File: src/rtl/jux_axi4_rd_arb_pkg.sv
// Shared types for the two-requester AXI4 read arbiter: FSM states, AXI encodings,
// and the width of the requester index carried in the ID MSB.
package jux_axi4_pkg;

    typedef enum logic {
        ST_IDLE = 1'b0,
        ST_HOLD = 1'b1
    } arb_state_e;

    localparam int REQ_IDX_W = 1;

    localparam logic [1:0] BURST_FIXED = 2'b00;
    localparam logic [1:0] BURST_INCR  = 2'b01;
    localparam logic [1:0] BURST_WRAP  = 2'b10;

    localparam logic [1:0] RESP_OKAY   = 2'b00;
    localparam logic [1:0] RESP_EXOKAY = 2'b01;
    localparam logic [1:0] RESP_SLVERR = 2'b10;
    localparam logic [1:0] RESP_DECERR = 2'b11;

endpackage

File: src/rtl/jux_axi4_rd_arb_if.sv
// AR/R bundle for two requesters (s0, s1) and one shared manager port (m).
// slave = the arbiter's view, master = the surrounding environment's view.
interface jux_axi4_rd_arb_if #(
    parameter int DATA_WIDTH  = 2,
    parameter int ADDR_WIDTH  = 32,
    parameter int ID_WIDTH    = 4,
    parameter int AXLEN_WIDTH = 8
);
    localparam int DW = 8 << DATA_WIDTH;

    logic [ID_WIDTH-1:0]    s0_arid,    s1_arid;
    logic [ADDR_WIDTH-1:0]  s0_araddr,  s1_araddr;
    logic [AXLEN_WIDTH-1:0] s0_arlen,   s1_arlen;
    logic [2:0]             s0_arsize,  s1_arsize;
    logic [1:0]             s0_arburst, s1_arburst;
    logic                   s0_arvalid, s1_arvalid;
    logic                   s0_arready, s1_arready;

    logic [ID_WIDTH:0]      m_arid;
    logic [ADDR_WIDTH-1:0]  m_araddr;
    logic [AXLEN_WIDTH-1:0] m_arlen;
    logic [2:0]             m_arsize;
    logic [1:0]             m_arburst;
    logic                   m_arvalid, m_arready;

    logic [ID_WIDTH:0]      m_rid;
    logic [DW-1:0]          m_rdata;
    logic [1:0]             m_rresp;
    logic                   m_rlast, m_rvalid, m_rready;

    logic [ID_WIDTH-1:0]    s0_rid,    s1_rid;
    logic [DW-1:0]          s0_rdata,  s1_rdata;
    logic [1:0]             s0_rresp,  s1_rresp;
    logic                   s0_rlast,  s1_rlast;
    logic                   s0_rvalid, s1_rvalid;
    logic                   s0_rready, s1_rready;

    modport slave (
        input  s0_arid, s0_araddr, s0_arlen, s0_arsize, s0_arburst, s0_arvalid,
        input  s1_arid, s1_araddr, s1_arlen, s1_arsize, s1_arburst, s1_arvalid,
        output s0_arready, s1_arready,
        output m_arid, m_araddr, m_arlen, m_arsize, m_arburst, m_arvalid,
        input  m_arready,
        input  m_rid, m_rdata, m_rresp, m_rlast, m_rvalid,
        output m_rready,
        output s0_rid, s0_rdata, s0_rresp, s0_rlast, s0_rvalid,
        output s1_rid, s1_rdata, s1_rresp, s1_rlast, s1_rvalid,
        input  s0_rready, s1_rready
    );

    modport master (
        output s0_arid, s0_araddr, s0_arlen, s0_arsize, s0_arburst, s0_arvalid,
        output s1_arid, s1_araddr, s1_arlen, s1_arsize, s1_arburst, s1_arvalid,
        input  s0_arready, s1_arready,
        input  m_arid, m_araddr, m_arlen, m_arsize, m_arburst, m_arvalid,
        output m_arready,
        output m_rid, m_rdata, m_rresp, m_rlast, m_rvalid,
        input  m_rready,
        input  s0_rid, s0_rdata, s0_rresp, s0_rlast, s0_rvalid,
        input  s1_rid, s1_rdata, s1_rresp, s1_rlast, s1_rvalid,
        output s0_rready, s1_rready
    );

endinterface

File: src/rtl/jux_axi4_rd_arb_rr_arb2.sv
// Two-way round-robin grant; the pointer holds the requester with priority next,
// and moves past whichever requester was granted when i_ack is high.
module jux_rr_arb2 (
    input  logic       aclk,
    input  logic       areset_n,
    input  logic [1:0] i_req,
    input  logic       i_ack,
    output logic [1:0] o_grant
);
    logic r_ptr;

    always_comb begin
        o_grant = 2'b00;
        if (!r_ptr) o_grant = i_req[0] ? 2'b01 : (i_req[1] ? 2'b10 : 2'b00);
        else        o_grant = i_req[1] ? 2'b10 : (i_req[0] ? 2'b01 : 2'b00);
    end

    always_ff @(posedge aclk or negedge areset_n) begin
        if (!areset_n)                r_ptr <= 1'b0;
        else if (i_ack && |o_grant)   r_ptr <= o_grant[0];
    end

endmodule

File: src/rtl/jux_axi4_rd_arb.sv
// Two-requester AXI4 read arbiter: round-robin AR grant into a registered manager
// slot, requester index in the ID MSB steers R back. Option: JUX_AXI4_RD_ARB_OUTST_LIMIT_EN.
module jux_axi4_rd_arb
    import jux_axi4_pkg::*;
#(
    parameter int DATA_WIDTH  = 2,
    parameter int ADDR_WIDTH  = 32,
    parameter int ID_WIDTH    = 4,
    parameter int AXLEN_WIDTH = 8,
    parameter int MAX_OUTST   = 4
) (
    input  logic               aclk,
    input  logic               areset_n,
    jux_axi4_rd_arb_if.slave   io_bus
);
    if (MAX_OUTST < 1) begin : g_bad_outst
        $error("MAX_OUTST must be at least 1");
    end

    arb_state_e             r_state, w_state_nxt;
    logic [1:0]             w_arvalid, w_elig, w_req, w_grant;
    logic [ID_WIDTH:0]      r_arid;
    logic [ADDR_WIDTH-1:0]  r_araddr;
    logic [AXLEN_WIDTH-1:0] r_arlen;
    logic [2:0]             r_arsize;
    logic [1:0]             r_arburst;
    logic                   w_rsel;
    logic [(8<<DATA_WIDTH)-1:0] w_rdata;

    assign w_arvalid = {io_bus.s1_arvalid, io_bus.s0_arvalid};

`ifdef JUX_AXI4_RD_ARB_OUTST_LIMIT_EN
    localparam int CNT_W = $clog2(MAX_OUTST + 1);
    logic w_ar_hs, w_r_hs;
    assign w_ar_hs = (r_state == ST_HOLD) && io_bus.m_arready;
    assign w_r_hs  = io_bus.m_rvalid && io_bus.m_rready && io_bus.m_rlast;

    for (genvar n = 0; n < 2; n++) begin : g_cnt
        logic [CNT_W-1:0] r_cnt;
        logic             w_inc, w_dec;
        assign w_inc = w_ar_hs && (r_arid[ID_WIDTH] == 1'(n));
        assign w_dec = w_r_hs  && (io_bus.m_rid[ID_WIDTH] == 1'(n));
        assign w_elig[n] = w_arvalid[n] && (r_cnt != CNT_W'(MAX_OUTST));

        // Saturating guards keep the count sane if an orphan R from before reset arrives.
        always_ff @(posedge aclk or negedge areset_n) begin
            if (!areset_n)
                r_cnt <= '0;
            else if (w_inc && !w_dec && r_cnt != CNT_W'(MAX_OUTST))
                r_cnt <= r_cnt + 1'b1;
            else if (w_dec && !w_inc && r_cnt != '0)
                r_cnt <= r_cnt - 1'b1;
        end

        a_no_underflow: assert property (@(posedge aclk) disable iff (!areset_n)
            !(w_dec && !w_inc && r_cnt == '0));
        a_no_overflow: assert property (@(posedge aclk) disable iff (!areset_n)
            !(w_inc && !w_dec && r_cnt == CNT_W'(MAX_OUTST)));
    end
`else
    assign w_elig = w_arvalid;
`endif

    // Reset gates the request so arready stays low while areset_n is asserted.
    assign w_req = (r_state == ST_IDLE && areset_n) ? w_elig : 2'b00;

    jux_rr_arb2 u_rr (
        .aclk     (aclk),
        .areset_n (areset_n),
        .i_req    (w_req),
        .i_ack    (|w_grant),
        .o_grant  (w_grant)
    );

    always_comb begin
        w_state_nxt = r_state;
        case (r_state)
            ST_IDLE: if (|w_grant)          w_state_nxt = ST_HOLD;
            ST_HOLD: if (io_bus.m_arready)  w_state_nxt = ST_IDLE;
            default:                        w_state_nxt = ST_IDLE;
        endcase
    end

    always_ff @(posedge aclk or negedge areset_n) begin
        if (!areset_n) begin
            r_state   <= ST_IDLE;
            r_arid    <= '0;
            r_araddr  <= '0;
            r_arlen   <= '0;
            r_arsize  <= '0;
            r_arburst <= BURST_FIXED;
        end else begin
            r_state <= w_state_nxt;
            if (w_grant[1]) begin
                r_arid    <= {REQ_IDX_W'(1), io_bus.s1_arid};
                r_araddr  <= io_bus.s1_araddr;
                r_arlen   <= io_bus.s1_arlen;
                r_arsize  <= io_bus.s1_arsize;
                r_arburst <= io_bus.s1_arburst;
            end else if (w_grant[0]) begin
                r_arid    <= {REQ_IDX_W'(0), io_bus.s0_arid};
                r_araddr  <= io_bus.s0_araddr;
                r_arlen   <= io_bus.s0_arlen;
                r_arsize  <= io_bus.s0_arsize;
                r_arburst <= io_bus.s0_arburst;
            end
        end
    end

    assign io_bus.s0_arready = w_grant[0];
    assign io_bus.s1_arready = w_grant[1];
    assign io_bus.m_arvalid  = (r_state == ST_HOLD);
    assign io_bus.m_arid     = r_arid;
    assign io_bus.m_araddr   = r_araddr;
    assign io_bus.m_arlen    = r_arlen;
    assign io_bus.m_arsize   = r_arsize;
    assign io_bus.m_arburst  = r_arburst;

    // R payload fans out to both requesters; only rvalid/rready are steered.
    assign w_rsel  = io_bus.m_rid[ID_WIDTH];
    assign w_rdata = io_bus.m_rdata;

    assign io_bus.s0_rid    = io_bus.m_rid[ID_WIDTH-1:0];
    assign io_bus.s1_rid    = io_bus.m_rid[ID_WIDTH-1:0];
    assign io_bus.s0_rdata  = w_rdata;
    assign io_bus.s1_rdata  = w_rdata;
    assign io_bus.s0_rresp  = io_bus.m_rresp;
    assign io_bus.s1_rresp  = io_bus.m_rresp;
    assign io_bus.s0_rlast  = io_bus.m_rlast;
    assign io_bus.s1_rlast  = io_bus.m_rlast;
    assign io_bus.s0_rvalid = io_bus.m_rvalid && !w_rsel;
    assign io_bus.s1_rvalid = io_bus.m_rvalid &&  w_rsel;
    assign io_bus.m_rready  = w_rsel ? io_bus.s1_rready : io_bus.s0_rready;

endmodule

File: src/flat_wrapper.sv
// flat-port wrapper written by rule: the top's interface ports become plain ports
module jux_axi4_rd_arb_flat import jux_axi4_pkg::*;
#(
    parameter int DATA_WIDTH  = 2,
    parameter int ADDR_WIDTH  = 32,
    parameter int ID_WIDTH    = 4,
    parameter int AXLEN_WIDTH = 8,
    parameter int MAX_OUTST   = 4
)
  (aclk, areset_n, io_bus_s0_arid, io_bus_s0_araddr, io_bus_s0_arlen, io_bus_s0_arsize, io_bus_s0_arburst, io_bus_s0_arvalid, io_bus_s1_arid, io_bus_s1_araddr, io_bus_s1_arlen, io_bus_s1_arsize, io_bus_s1_arburst, io_bus_s1_arvalid, io_bus_s0_arready, io_bus_s1_arready, io_bus_m_arid, io_bus_m_araddr, io_bus_m_arlen, io_bus_m_arsize, io_bus_m_arburst, io_bus_m_arvalid, io_bus_m_arready, io_bus_m_rid, io_bus_m_rdata, io_bus_m_rresp, io_bus_m_rlast, io_bus_m_rvalid, io_bus_m_rready, io_bus_s0_rid, io_bus_s0_rdata, io_bus_s0_rresp, io_bus_s0_rlast, io_bus_s0_rvalid, io_bus_s1_rid, io_bus_s1_rdata, io_bus_s1_rresp, io_bus_s1_rlast, io_bus_s1_rvalid, io_bus_s0_rready, io_bus_s1_rready);
  jux_axi4_rd_arb_if #(.DATA_WIDTH(DATA_WIDTH), .ADDR_WIDTH(ADDR_WIDTH), .ID_WIDTH(ID_WIDTH), .AXLEN_WIDTH(AXLEN_WIDTH)) io_bus_i ();
  input  logic aclk;
  input  logic areset_n;
  input wire logic [$bits(io_bus_i.s0_arid)-1:0] io_bus_s0_arid;
  input wire logic [$bits(io_bus_i.s0_araddr)-1:0] io_bus_s0_araddr;
  input wire logic [$bits(io_bus_i.s0_arlen)-1:0] io_bus_s0_arlen;
  input wire logic [$bits(io_bus_i.s0_arsize)-1:0] io_bus_s0_arsize;
  input wire logic [$bits(io_bus_i.s0_arburst)-1:0] io_bus_s0_arburst;
  input wire logic [$bits(io_bus_i.s0_arvalid)-1:0] io_bus_s0_arvalid;
  input wire logic [$bits(io_bus_i.s1_arid)-1:0] io_bus_s1_arid;
  input wire logic [$bits(io_bus_i.s1_araddr)-1:0] io_bus_s1_araddr;
  input wire logic [$bits(io_bus_i.s1_arlen)-1:0] io_bus_s1_arlen;
  input wire logic [$bits(io_bus_i.s1_arsize)-1:0] io_bus_s1_arsize;
  input wire logic [$bits(io_bus_i.s1_arburst)-1:0] io_bus_s1_arburst;
  input wire logic [$bits(io_bus_i.s1_arvalid)-1:0] io_bus_s1_arvalid;
  output wire logic [$bits(io_bus_i.s0_arready)-1:0] io_bus_s0_arready;
  output wire logic [$bits(io_bus_i.s1_arready)-1:0] io_bus_s1_arready;
  output wire logic [$bits(io_bus_i.m_arid)-1:0] io_bus_m_arid;
  output wire logic [$bits(io_bus_i.m_araddr)-1:0] io_bus_m_araddr;
  output wire logic [$bits(io_bus_i.m_arlen)-1:0] io_bus_m_arlen;
  output wire logic [$bits(io_bus_i.m_arsize)-1:0] io_bus_m_arsize;
  output wire logic [$bits(io_bus_i.m_arburst)-1:0] io_bus_m_arburst;
  output wire logic [$bits(io_bus_i.m_arvalid)-1:0] io_bus_m_arvalid;
  input wire logic [$bits(io_bus_i.m_arready)-1:0] io_bus_m_arready;
  input wire logic [$bits(io_bus_i.m_rid)-1:0] io_bus_m_rid;
  input wire logic [$bits(io_bus_i.m_rdata)-1:0] io_bus_m_rdata;
  input wire logic [$bits(io_bus_i.m_rresp)-1:0] io_bus_m_rresp;
  input wire logic [$bits(io_bus_i.m_rlast)-1:0] io_bus_m_rlast;
  input wire logic [$bits(io_bus_i.m_rvalid)-1:0] io_bus_m_rvalid;
  output wire logic [$bits(io_bus_i.m_rready)-1:0] io_bus_m_rready;
  output wire logic [$bits(io_bus_i.s0_rid)-1:0] io_bus_s0_rid;
  output wire logic [$bits(io_bus_i.s0_rdata)-1:0] io_bus_s0_rdata;
  output wire logic [$bits(io_bus_i.s0_rresp)-1:0] io_bus_s0_rresp;
  output wire logic [$bits(io_bus_i.s0_rlast)-1:0] io_bus_s0_rlast;
  output wire logic [$bits(io_bus_i.s0_rvalid)-1:0] io_bus_s0_rvalid;
  output wire logic [$bits(io_bus_i.s1_rid)-1:0] io_bus_s1_rid;
  output wire logic [$bits(io_bus_i.s1_rdata)-1:0] io_bus_s1_rdata;
  output wire logic [$bits(io_bus_i.s1_rresp)-1:0] io_bus_s1_rresp;
  output wire logic [$bits(io_bus_i.s1_rlast)-1:0] io_bus_s1_rlast;
  output wire logic [$bits(io_bus_i.s1_rvalid)-1:0] io_bus_s1_rvalid;
  input wire logic [$bits(io_bus_i.s0_rready)-1:0] io_bus_s0_rready;
  input wire logic [$bits(io_bus_i.s1_rready)-1:0] io_bus_s1_rready;
  assign io_bus_i.s0_arid = io_bus_s0_arid;
  assign io_bus_i.s0_araddr = io_bus_s0_araddr;
  assign io_bus_i.s0_arlen = io_bus_s0_arlen;
  assign io_bus_i.s0_arsize = io_bus_s0_arsize;
  assign io_bus_i.s0_arburst = io_bus_s0_arburst;
  assign io_bus_i.s0_arvalid = io_bus_s0_arvalid;
  assign io_bus_i.s1_arid = io_bus_s1_arid;
  assign io_bus_i.s1_araddr = io_bus_s1_araddr;
  assign io_bus_i.s1_arlen = io_bus_s1_arlen;
  assign io_bus_i.s1_arsize = io_bus_s1_arsize;
  assign io_bus_i.s1_arburst = io_bus_s1_arburst;
  assign io_bus_i.s1_arvalid = io_bus_s1_arvalid;
  assign io_bus_s0_arready = io_bus_i.s0_arready;
  assign io_bus_s1_arready = io_bus_i.s1_arready;
  assign io_bus_m_arid = io_bus_i.m_arid;
  assign io_bus_m_araddr = io_bus_i.m_araddr;
  assign io_bus_m_arlen = io_bus_i.m_arlen;
  assign io_bus_m_arsize = io_bus_i.m_arsize;
  assign io_bus_m_arburst = io_bus_i.m_arburst;
  assign io_bus_m_arvalid = io_bus_i.m_arvalid;
  assign io_bus_i.m_arready = io_bus_m_arready;
  assign io_bus_i.m_rid = io_bus_m_rid;
  assign io_bus_i.m_rdata = io_bus_m_rdata;
  assign io_bus_i.m_rresp = io_bus_m_rresp;
  assign io_bus_i.m_rlast = io_bus_m_rlast;
  assign io_bus_i.m_rvalid = io_bus_m_rvalid;
  assign io_bus_m_rready = io_bus_i.m_rready;
  assign io_bus_s0_rid = io_bus_i.s0_rid;
  assign io_bus_s0_rdata = io_bus_i.s0_rdata;
  assign io_bus_s0_rresp = io_bus_i.s0_rresp;
  assign io_bus_s0_rlast = io_bus_i.s0_rlast;
  assign io_bus_s0_rvalid = io_bus_i.s0_rvalid;
  assign io_bus_s1_rid = io_bus_i.s1_rid;
  assign io_bus_s1_rdata = io_bus_i.s1_rdata;
  assign io_bus_s1_rresp = io_bus_i.s1_rresp;
  assign io_bus_s1_rlast = io_bus_i.s1_rlast;
  assign io_bus_s1_rvalid = io_bus_i.s1_rvalid;
  assign io_bus_i.s0_rready = io_bus_s0_rready;
  assign io_bus_i.s1_rready = io_bus_s1_rready;
  jux_axi4_rd_arb #(.DATA_WIDTH(DATA_WIDTH), .ADDR_WIDTH(ADDR_WIDTH), .ID_WIDTH(ID_WIDTH), .AXLEN_WIDTH(AXLEN_WIDTH), .MAX_OUTST(MAX_OUTST)) u_core (.aclk(aclk), .areset_n(areset_n), .io_bus(io_bus_i));
endmodule
File: config.mk
export PLATFORM = sky130hd
export DESIGN_NAME = jux_axi4_rd_arb_flat
export DESIGN_NICKNAME = d
export VERILOG_FILES = /design/src/rtl/jux_axi4_rd_arb_pkg.sv /design/src/rtl/jux_axi4_rd_arb_if.sv /design/src/rtl/jux_axi4_rd_arb_rr_arb2.sv /design/src/rtl/jux_axi4_rd_arb.sv /design/src/flat_wrapper.sv
export SDC_FILE = /design/constraint.sdc
export NUM_CORES = 1
export LEC_CHECK = 0
export CAP_MARGIN = 20
export CORE_AREA = 2 2 110 112
export DETAILED_ROUTE_END_ITERATION = 6
export DIE_AREA = 0 0 112 114
export PLACE_DENSITY = 0.86
export SLEW_MARGIN = 10
export SYNTH_ARGS = -nofsm -noshare
export SYNTH_HDL_FRONTEND = slang
export SYNTH_SLANG_ARGS = --single-unit
File: constraint.sdc
create_clock -name aclk -period 2 [get_ports aclk]
set_clock_uncertainty 0.2 [all_clocks]
set_input_delay 0.4 -clock aclk [delete_from_list [all_inputs] [get_ports aclk]]
set_output_delay 0.4 -clock aclk [all_outputs]
set_load 0.01 [all_outputs]
==> reports/results.txt, run 1 <==
Outcome: finished, violations left
Failing checks: setup timing
Critical setup path kind: in -> reg
Predominant post-synthesis flop cell: dfrtp_1
Synth-to-Final Area Change: 37.52%
Wire per inst: 17.38 µm
Total gr overflow: 0
ANT cells: 0
ANT nets after route: 0
PortBufs: 162
Critical-path maximum fanout: 25
Post-synth EDFFs: 0
Die Footprint: 0.01277 mm²
Rel. slew slack: 54.36%
Synthesized cell area: 0.003645 mm²
Remaining DRCs: 0
Final hold viol count: 0
Clk sinks: 52
CTS tree: yes
CTS Buf Count: 5
Post-synthesis sequential area ratio: 35.70%
Detailed Route WL: 10380 µm
Vias: 2987
Fin crit period: 2.008 ns
Core Area: 0.01171 mm²
Boundary Pins: 280
Post-DP HPWL: 7158 µm
Most frequent cell after synthesis: buf_4
First-pass GRT wire length: 16880 µm
CP Capture Type: flip-flop
Worst-Skew Late Latency: 0.28 ns
Share of the synthesized area in the top cell type: 35.70%
Async SR Flop Fraction: 100.0%
Initial Utilization: 31.12%
Design area: 0.005012 mm²
Setup TNS: -0.007758 ns
Top cells by area, synth: dfrtp_1, o311ai_2, buf_4
Syn Area/Cell: 9.668 µm²
Final Worst Setup Slack: -0.007758 ns
Root Buffer: clkbuf_16
Die Ht: 114 µm
Critical Path RT: 1.98 ns
R2R depth: 5
Number of global-route vias before repair: 3301
DR iter-0 viols: 232
Pre-antenna DRT Iters: 4
Placed cell areas: 0.004835 mm²
Pins Over Slew Limit: 0
Fin crit share: 100.4%
Syn Nets: 523
Hold crit path type: in -> async
Share of layout cells above drive strength 1: 17.78%
Ys Warns: 0
Cell count after synthesis: 377
Worst EP arrival: 1.99 ns
Final-stage net count: 596
Power Density: 827.1 mW/mm²
Worst vdd ir: 0.3737 mV
Seq cells post-synth: 52
Cell taking the most area after synthesis: dfrtp_1
Gr usage total: 16.19%
Max clock buf depth: 2
Commonest cells in the netlist: buf_4, dfrtp_1, inv_1, nand3_1, o21ai_0
Leakage: 2.007 nW
Cell Rows: 40
Fmax: 498.1 MHz
H-tree levels: 2
Pwr Total: 4.146 mW
Routability cong.: 0.7940
Die width: 112 µm
Least-Margin Pin Slew: 0.6830 ns
Synth cell types: 21
Maximum number of pins on one net before global-route repair: 51
Via/cell ratio: 5.003
Crit start category: input pin
Initial antenna violation count: 0
Final setup viols: 1
MaxCap Viol Count: 0
RSZ-0062 raised after global routing: true
CTS clock-pin slew for the worst setup and hold paths: 0.06 ns
==> critical path: stages <==
cell	delay (ns)
clkdlybuf4s50_1	0.43
buf_4	0.15
buf_4	0.16
nor2_4	0.52
o21ai_0	0.22
o311ai_2	0.11
==> area by class of cell <==
type,instances,area (µm²)
tap,147,183.9
multi-input combinational,164,1423
clock buffer,7,152.6
inverter,51,191.4
sequential,52,1301
fill,1148,6699
timing repair buffer,176,1760
==> sequential cells by signal, summed over array words and instances, names as in the netlist <==
register,flops
u_core.io_bus.m_araddr,32
u_core.io_bus.m_arburst,2
u_core.io_bus.m_arid,5
u_core.io_bus.m_arlen,8
u_core.io_bus.m_arsize,3
u_core.io_bus.m_arvalid,1
u_core.u_rr.r_ptr,1
==> power by group <==
group	total, mW	switching (mW)	internal, mW	leakage (nW)
logic	1.76	0.750	1.01	1.31
clock network	0.885	0.360	0.526	0.0760
registers	1.50	0.163	1.34	0.622
==> per-stage QoR <==
step                util, %  hold WS (ns)  setup WS (ns)  instances
floorplan                 -      -0.09559         0.2591        377
finish                42.80      0.002152      -0.007758        597
CTS                   42.74      0.006149        0.01246        597
global route          42.80       0.02700       -0.07923        597
global placement      41.28        0.2563        -0.4055        588
detailed placement    41.28        0.2831        -0.5125        588
==> cell families after synthesis <==
group	Yosys count	share of synthesized area, %
compound gates	101	28.87
flops	52	35.70
mux	2	0.5836
simple gates	60	8.514
buf+inv	162	26.33
==> per-layer routing <==
layer	vias to the layer above	global-route usage (%)	share of wire (%)
li1	1373	-	-
met5	-	0	0
met2	142	28.40	52
met4	0	6.341	2.2
met1	1443	19.14	39
met3	29	4.038	7.1
==> cell usage in the layout, fill, tap and decap left out, drive strengths merged <==
cell / count
and3b: 1
clkbuf: 7
and2: 2
clkdlybuf4s50: 155
nor2: 2
dlygate4sd2: 3
dfrtp: 52
nor2b: 2
buf: 16
dlygate4sd3: 1
a21o: 1
clkdlybuf4s15: 1
o21ai: 51
nand2b: 2
nand2: 2
nand3: 50
inv: 51
o311ai: 49
mux2: 1
mux2i: 1
==> what timing repair did <==
item,CTS,global route
gates resized for setup,17,1
buffers inserted,0,0
setup endpoints to repair,54,49
hold buffers,1,0
cloned,1,0
endpoints found under the hold margin,22,0
pin swaps,2,0
==> path summary, 6_finish.rpt <==
path / startpoint / slack [ns] / to
worst max-delay path: io_bus_s1_arvalid / -0.008 / u_core.io_bus.m_araddr[17]
min in group aclk: u_core.u_rr.r_ptr / 0.30 / u_core.u_rr.r_ptr
worst max register to register: u_core.io_bus.m_arvalid / 0.14 / u_core.io_bus.m_araddr[19]
worst min register to register: u_core.u_rr.r_ptr / 0.30 / u_core.u_rr.r_ptr
worst min-delay path: areset_n / 0.002 / u_core.io_bus.m_araddr[31]
max in group asynchronous: areset_n / 0.81 / u_core.io_bus.m_araddr[15]
No activity file was read; power rests on OpenSTA's default activity.
==> inputs of run 2 (changes only) <==
SETUP_SLACK_MARGIN = 0.15   (was unset)
==> run 2 against run 1 <==
The run ends with hold timing left. Critical path depth decreased by 3. Utilization increased by 0.71 points. Largest power group unchanged. Power increased by 0.85%. Sequential share of layout area decreased by 0.42 points.
==> reports/results.txt, run 2 (synthesis results as in run 1) <==
Power Density: 820.6 mW/mm²
Cell Rows: 40
Least-Margin Pin Slew: 0.5154 ns
CP Capture Type: primary output
Critical Path RT: 1.40 ns
Worst EP arrival: 1.24 ns
Initial antenna violation count: 0
CTS tree: yes
Die Footprint: 0.01277 mm²
Rel. slew slack: 65.64%
Maximum number of pins on one net before global-route repair: 51
Gr usage total: 16.52%
CTS Hold Bufs: 1
Vias: 3079
Worst vdd ir: 0.3746 mV
Routability cong.: 0.7940
Fin crit period: 1.837 ns
R2R depth: 5
Gr busiest metal: met2
GR Layer Usage met3: 4.038%
RR Startpoint: u_core.io_bus.m_arvalid
Critical path's slowest cell: dfrtp_1
Commonest non-fill, non-tap cell in the layout: clkdlybuf4s50_1
Final-stage net count: 600
Root Buffer: clkbuf_16
CTS Buf Count: 5
Fin cells: 601
Failing checks: hold timing
Via/cell ratio: 5.123
Flop2flop setup slack: 0.25 ns
Crit start category: flip-flop
Final setup viols: 0
Critical-path cell list: and3b_2 -> and2_4 -> buf_6
Boundary Pins: 280
Pins Over Slew Limit: 0
Remaining DRCs: 0
Largest stage delay, worst path: 0.42 ns
Fin crit share: 91.85%
Number of global-route vias before repair: 3343
Worst slack at placement: -0.5125 ns
Fmax: 544.4 MHz
Die width: 112 µm
ANT nets after route: 0
Core Area: 0.01171 mm²
Met2 usage: 28.97%
Final Worst Setup Slack: 0.1631 ns
Critical-path maximum fanout: 4
Share of layout cells above drive strength 1: 18.72%
Wire per inst: 18.15 µm
CTS clock-pin slew for the worst setup and hold paths: 0.06 ns
Initial Utilization: 31.12%
Die Ht: 114 µm
Setup TNS: 0 ns
Critical setup path kind: reg -> out
PortBufs: 162
Final hold viol count: 30
Detailed Route WL: 10910 µm
Clk sinks: 52
Leakage: 2.067 nW
Max clock buf depth: 2
Pre-antenna DRT Iters: 4
Core Util, Final: 43.50%
Worst hold margin: -0.04934 ns
Most frequent cells in the layout: clkdlybuf4s50_1, dfrtp_1, inv_1, nand3_1, o311ai_2
DR iter-0 viols: 200
Synth-to-Final Area Change: 39.79%
First-pass GRT wire length: 17190 µm
Post-DP HPWL: 7158 µm
Worst r2r dst: u_core.io_bus.m_araddr[19]
RSZ-0062 raised after global routing: true
Worst-Skew Late Latency: 0.28 ns
H-tree levels: 2
MaxCap Viol Count: 0
Outcome: finished, violations left
Pwr Total: 4.181 mW
Total gr overflow: 0
Hold crit path type: in -> async
Max FFs per register: 32
ANT cells: 0
Met1 Use GR: 19.40%
Post-Place Cells: 588
-- run 2: changes by cell type in the layout (fill, tap and decap cells not counted), sizes merged --
cell / before / now
dlygate4sd2: 3 / 4
buf: 16 / 18
nor2: 2 / 4
clkbuf: 7 / 8
clkdlybuf4s50: 155 / 150
dlymetal6s2s: 0 / 3
-- run 2: final cells by class --
cell class	instances	area (µm²)
Inverter	51	191.4
Fill cell	1131	6616
Clock buffer	7	152.6
Sequential cell	52	1301
Tap cell	147	183.9
Timing Repair Buffer	178	1818
Multi-Input combinational cell	166	1448
-- run 2: worst max path at each step --
stage	start	slack, ns	end	depth (start not counted)
4_1_cts	u_core.io_bus.m_arvalid	0.07	io_bus_s0_arready	4
2_1_floorplan	u_core.io_bus.m_arvalid	0.26	io_bus_s1_arready	5
3_5_place_dp	io_bus_s1_arvalid	-0.51	u_core.io_bus.m_araddr[14]	6
3_3_place_gp	io_bus_s1_arvalid	-0.41	u_core.io_bus.m_arsize[1]	6
6_report	u_core.io_bus.m_arvalid	0.16	io_bus_s1_arready	3
5_1_grt	u_core.io_bus.m_arvalid	0.11	io_bus_s1_arready	3
-- run 2: per-stage QoR --
| stage | hold slack (ns) | instance area [µm²] |
|---|---|---|
| 6_report | -0.04934 | 5095 |
| 5_1_grt | -0.02998 | 5095 |
| 4_1_cts | 0.006149 | 5046 |
| 3_5_place_dp | 0.2831 | 4835 |
| 3_3_place_gp | 0.2563 | 4835 |
| 2_1_floorplan | -0.09559 | 3645 |
-- run 2: timing repair --
action / CTS / global route
pin swaps: 2 / 0
gates resized for setup: 18 / 22
cloned: 2 / 2
endpoints found under the hold margin: 22 / 30
setup endpoints to repair: 56 / 54
buffers inserted: 1 / 0
-- run 2: report_power, final --
part	leakage (nW)	switching, mW	internal, mW
registers	0.622	0.164	1.34
clock network	0.0760	0.361	0.526
logic	1.37	0.766	1.03
total	2.07	1.29	2.89
-- run 2: worst max-delay path: cells and delay by family, from the launching register on --
kind                   cells  cell delay, ns
AND/OR/NAND/NOR            2            0.44
flip-flops                 1            0.42
buffers and inverters      1            0.10
-- run 2: routing by layer --
layer	wire, µm	vias to the layer above
li1	-	1389
met1	4240	1502
met2	5609	153
met3	768	35
met4	289	0
met5	0	-
